File: src/rtl/rr_arb4_if.sv
// Requester/arbiter bus for rr_arb4: request and data lines in, grant, mux select
// and the registered mux output with its qualifier out.
interface rr_arb4_if;
    logic [3:0] req;
    logic [3:0] d;
    logic [3:0] gnt;
    logic [1:0] sel;
    logic       busy;
    logic       y;
    logic       y_vld;

    modport master (
        output req, d,
        input  gnt, sel, busy, y, y_vld
    );

    modport slave (
        input  req, d,
        output gnt, sel, busy, y, y_vld
    );
endinterface

File: src/rtl/rr_arb4.sv
// Four-way round-robin arbiter with per-owner hold limit and a registered 4:1 data mux.
// Optional macro RR_ARB4_LOCK_EN adds a lock input that lets the owner exceed HOLD_MAX.
module rr_arb4 #(
    parameter int HOLD_MAX = 4
) (
    input  logic       clk,
    input  logic       rst,
`ifdef RR_ARB4_LOCK_EN
    input  logic       lock,
`endif
    rr_arb4_if.slave   bus
);

    typedef enum logic {IDLE = 1'b0, GRANT = 1'b1} state_t;

    localparam logic [3:0] HMAX_M1 = 4'(HOLD_MAX - 1);

    state_t     state_q, state_d;
    logic [1:0] ptr_q, ptr_d;
    logic [3:0] hcnt_q, hcnt_d;
    logic [3:0] gnt_q, gnt_d;
    logic [1:0] sel_q, sel_d;
    logic       busy_q, busy_d;
    logic       y_q, y_d;
    logic       y_vld_q, y_vld_d;

    logic       lock_hold;
    logic       hit_max;
    logic       new_grant;
    logic [1:0] owner;

    // First set request bit scanning start, start+1, ... modulo 4.
    function automatic logic [1:0] rr_pick(input logic [3:0] r, input logic [1:0] start);
        logic [1:0] idx;
        logic [1:0] pick;
        logic       hit;
        pick = start;
        hit  = 1'b0;
        for (int k = 0; k < 4; k++) begin
            idx = start + 2'(k);
            if (!hit && r[idx]) begin
                pick = idx;
                hit  = 1'b1;
            end
        end
        return pick;
    endfunction

`ifdef RR_ARB4_LOCK_EN
    assign lock_hold = lock;
`else
    assign lock_hold = 1'b0;
`endif

    assign hit_max = (hcnt_q == HMAX_M1);

    always_comb begin
        state_d   = state_q;
        ptr_d     = ptr_q;
        hcnt_d    = hcnt_q;
        gnt_d     = gnt_q;
        sel_d     = sel_q;
        busy_d    = busy_q;
        y_d       = busy_q ? bus.d[sel_q] : y_q;
        y_vld_d   = busy_q;
        new_grant = 1'b0;
        owner     = sel_q;

        case (state_q)
            IDLE: begin
                gnt_d  = 4'b0000;
                busy_d = 1'b0;
                if (|bus.req) begin
                    new_grant = 1'b1;
                    owner     = rr_pick(bus.req, ptr_q);
                end
            end
            GRANT: begin
                if (bus.req[sel_q] && (!hit_max || lock_hold)) begin
                    // Under lock the counter parks at its limit so release is immediate once lock drops.
                    hcnt_d = hit_max ? hcnt_q : hcnt_q + 4'd1;
                end else if (|bus.req) begin
                    new_grant = 1'b1;
                    owner     = rr_pick(bus.req, sel_q + 2'd1);
                end else begin
                    state_d = IDLE;
                    gnt_d   = 4'b0000;
                    busy_d  = 1'b0;
                end
            end
            default: begin
                state_d = IDLE;
                gnt_d   = 4'b0000;
                busy_d  = 1'b0;
            end
        endcase

        if (new_grant) begin
            state_d = GRANT;
            gnt_d   = 4'b0001 << owner;
            sel_d   = owner;
            busy_d  = 1'b1;
            hcnt_d  = 4'd0;
            ptr_d   = owner + 2'd1;
        end
    end

    always_ff @(posedge clk) begin
        if (rst) begin
            state_q <= IDLE;
            ptr_q   <= 2'd0;
            hcnt_q  <= 4'd0;
            gnt_q   <= 4'b0000;
            sel_q   <= 2'd0;
            busy_q  <= 1'b0;
            y_q     <= 1'b0;
            y_vld_q <= 1'b0;
        end else begin
            state_q <= state_d;
            ptr_q   <= ptr_d;
            hcnt_q  <= hcnt_d;
            gnt_q   <= gnt_d;
            sel_q   <= sel_d;
            busy_q  <= busy_d;
            y_q     <= y_d;
            y_vld_q <= y_vld_d;
        end
    end

    assign bus.gnt   = gnt_q;
    assign bus.sel   = sel_q;
    assign bus.busy  = busy_q;
    assign bus.y     = y_q;
    assign bus.y_vld = y_vld_q;

endmodule
File: src/flat_wrapper.sv
// flat-port wrapper written by rule: the top's interface ports become plain ports
module rr_arb4_flat 
#(
    parameter int HOLD_MAX = 4
)
  (clk, rst, bus_req, bus_d, bus_gnt, bus_sel, bus_busy, bus_y, bus_y_vld);
  rr_arb4_if bus_i ();
  input  logic clk;
  input  logic rst;
  input wire logic [$bits(bus_i.req)-1:0] bus_req;
  input wire logic [$bits(bus_i.d)-1:0] bus_d;
  output wire logic [$bits(bus_i.gnt)-1:0] bus_gnt;
  output wire logic [$bits(bus_i.sel)-1:0] bus_sel;
  output wire logic [$bits(bus_i.busy)-1:0] bus_busy;
  output wire logic [$bits(bus_i.y)-1:0] bus_y;
  output wire logic [$bits(bus_i.y_vld)-1:0] bus_y_vld;
  assign bus_i.req = bus_req;
  assign bus_i.d = bus_d;
  assign bus_gnt = bus_i.gnt;
  assign bus_sel = bus_i.sel;
  assign bus_busy = bus_i.busy;
  assign bus_y = bus_i.y;
  assign bus_y_vld = bus_i.y_vld;
  rr_arb4 #(.HOLD_MAX(HOLD_MAX)) u_core (.clk(clk), .rst(rst), .bus(bus_i));
endmodule
File: config.mk
export PLATFORM = sky130hd
export DESIGN_NAME = rr_arb4_flat
export DESIGN_NICKNAME = d
export VERILOG_FILES = /design/src/rtl/rr_arb4_if.sv /design/src/rtl/rr_arb4.sv /design/src/flat_wrapper.sv
export SDC_FILE = /design/constraint.sdc
export NUM_CORES = 1
export LEC_CHECK = 0
export CAP_MARGIN = 20
export CELL_PAD_IN_SITES_DETAIL_PLACEMENT = 2
export CELL_PAD_IN_SITES_GLOBAL_PLACEMENT = 2
export CORE_ASPECT_RATIO = 1.4
export CORE_MARGIN = 10
export CORE_UTILIZATION = 30
export DETAILED_ROUTE_END_ITERATION = 10
export PLACE_DENSITY = 0.84
export SYNTH_ARGS = -nofsm -noshare
export SYNTH_HDL_FRONTEND = slang
export SYNTH_SLANG_ARGS = --single-unit
File: constraint.sdc
create_clock -name clk -period 3.2 [get_ports clk]
set_clock_uncertainty 0.2 [all_clocks]
set_input_delay 0.64 -clock clk [delete_from_list [all_inputs] [get_ports clk]]
set_output_delay 0.64 -clock clk [all_outputs]
set_load 0.03 [all_outputs]
==> results.toml <==
[global_routing]
grt_start_max_net_pins = 16
grtUsageTotal = 0.111
grt_pass1_vias = 1254
overflow = 0
antenna_found_initial = 0
grt_first_pass_wirelength_um = 6050

[logic_synthesis]
synth-edff-count = 0
synth-main-ff-cell = "dfxtp_1"
synthArstFlopShare = 0
synth.area.top_cells = "dfxtp_1 29%, a21oi_1 6.0%, ha_1 5.7%, nand2_1 4.5%, mux4_2 4.1%"
netlist_area_mm2 = 0.00109
ys_top_cells_by_count = "16 x dfxtp_1, 13 x a21oi_1, 13 x nand2_1"
ys_ff_latch = 16
yosysTopAreaCellShare = 0.294
seq_area_frac_synth = 0.294
syn-instance-count = 135
synth.distinct_cells = 40
avgSynthCellArea_um2 = 8.08
ys_warn_count = 0
yosysMostFrequentCell = "dfxtp_1"
synth_nets = 150
synth_area_leader_cell = "dfxtp_1"

[clock_network]
cts_num_sinks = 16
cts_buffers = 3
h-tree-depth = 1
cts_hold_buf = 0
ctsResizeCount = 0
cts_tree = "built"
postCtsSetupRepairBufs = 0
insertion_delay_ns = 0.25
cts_buffer_depth = 2
root_buffer = "clkbuf_8"
clk_pin_slew_ns = 0.07

[timing]
maxSlewHeadroom = 0.672
rsz0062_at_grt = "no"
fin_crit_ns = 2.88
clock.fmax_ghz = 0.348
hold_viol = 0
slew_violations = 0
worst_pin_slew_ns = 0.488
fin_crit_sh = 0.899
setup_viol = 0
tns_ns = 0

[power_and_ir_drop]
p_leak_nw = 0.536
finalPower_uw = 691
pwr_density_cell_mw_per_mm2 = 498
irDropWorstVdd_v = 0.000205

[finish]
final_layout_size_suffix_gt1_frac = 0.127
layout.cells.non_filler = 197
nets = 173
n_fill_cell = 413
syn2layout_area_growth_pct = 27.2
diodes = 0
postLayoutCoreUtil = 0.403

[floorplanning]
core_mm2 = 0.00344
die_h_um = 91.4
initial_core_util = 0.317
die_area_mm2 = 0.00648
fp-row-count = 25
ios = 19
die_w_um = 71.0

[placement]
dpl.hpwl_um = 2870
place_congestion = 0.779
portBuffers = 18
place_inst = 193

[critical_path]
critPathKind = "input port to flip-flop"
worstSetupEndpointType = "flip-flop"
startpoint_type = "input port"
arrival_ns = 2.82
cp_max_fo = 7
required_ns = 3.14

[status]
status = "complete, no violations"

[route]
wl_per_cell_um = 17.8
drtIter0Drc = 36
ant_nets = 0
route.detailed.drc = 0
num_vias = 1069
vias_per_cell = 5.43
wirelength_um = 3510
dr.pass1.iters = 3

[hold_path]
min_path_type = "flip-flop to flip-flop"

[flow_run]
max-cap-violations = 0
==> stage by stage <==
stage / hold WS (ns) / setup slack, ns / area, um^2
4_1_cts: 0.259 / 0.299 / 1390
3_5_place_dp: 0.247 / 0.0723 / 1330
2_1_floorplan: 0.253 / 0.628 / 1090
3_3_place_gp: 0.242 / 0.163 / 1330
5_1_grt: 0.277 / 0.118 / 1390
6_report: 0.254 / 0.323 / 1390
==> flip-flops by register name, indices dropped and copies added, names as in the netlist <==
register,cells
u_core.bus.busy,1
u_core.bus.gnt,4
u_core.bus.sel,2
u_core.bus.y,1
u_core.bus.y_vld,1
u_core.hcnt_q,4
u_core.ptr_q,2
u_core.state_q,1
==> cell usage in the layout (no fill, tap or decap), types with 2 or more instances in the layout <==
cell type        Yosys  final
o211a_1              2      2
nand4_1              2      2
mux4_2               2      2
and2_1               2      2
a211oi_1             2      2
inv_1                6      6
ha_1                 5      5
o21a_1               2      2
nor2_1              10     10
o21ai_0              8      8
nor2b_1              6      6
dfxtp_1             16     16
mux2i_1              2      2
nand3_1              6      6
nand2b_1             2      2
clkbuf_8             0      4
nand3b_1             2      2
nand2_1             13     13
o211ai_1             3      3
nor3b_1              3      3
a21oi_1             13     13
a221oi_1             2      2
or3_1                2      2
buf_4                0      8
nor3_1               2      2
clkdlybuf4s50_1      0     18
==> area by class of cell <==
type,instances,area (um^2),share of cell area
Clock buffer,4,55.1,0.0397
Sequential cell,16,320,0.231
Timing Repair Buffer,26,240,0.173
Multi-Input combinational cell,105,699,0.504
Tap cell,40,50.0,0.0361
Inverter,6,22.5,0.0162
==> worst paths after layout <==
check	from	endpoint	slack, ns	depth (start not counted)
hold / removal	u_core.bus.gnt[2]	u_core.bus.gnt[2]	0.25	2
setup / recovery	bus_req[1]	u_core.ptr_q[1]	0.32	9
setup reg to reg	u_core.hcnt_q[0]	u_core.ptr_q[1]	0.66	9
hold reg to reg	u_core.bus.gnt[2]	u_core.bus.gnt[2]	0.25	2
==> power by group <==
group          switching [mW]  leakage (nW)  internal (mW)  total, mW
Clock                  0.0743        0.0288          0.109      0.184
Sequential             0.0267         0.131          0.222      0.249
Combinational           0.146         0.376          0.113      0.259
==> layer usage <==
metal,track usage,part of all wire,vias to the layer above
met5,0,0,-
met4,0.0615,0.024,0
met3,0.0120,0.015,6
met2,0.220,0.57,12
met1,0.105,0.39,525
li1,-,-,526
==> logic make-up (layout without fill, tap and decap cells) <==
kind of cell,Yosys count,in the layout,share of synthesized area
xor gates and xnor gates,1,1,0.00803
DFF,16,16,0.294
buffers and inverters,14,36,0.0654
AOI/OAI and AO/OA,36,36,0.217
and+or+nand+nor,59,59,0.299
adders and majority gates,5,5,0.0573
muxes,4,4,0.0596
==> worst max-delay path, stage by stage <==
cell and delay [ns]:
clkdlybuf4s50_1 0.52, mux4_2 0.53, nand2_1 0.11, nand3b_1 0.14, o21ai_0 0.29, and2_1 0.21
ha_1 0.24, nand2_1 0.08, a21oi_1 0.06
Note: power is estimated with default switching activity, not from simulation.
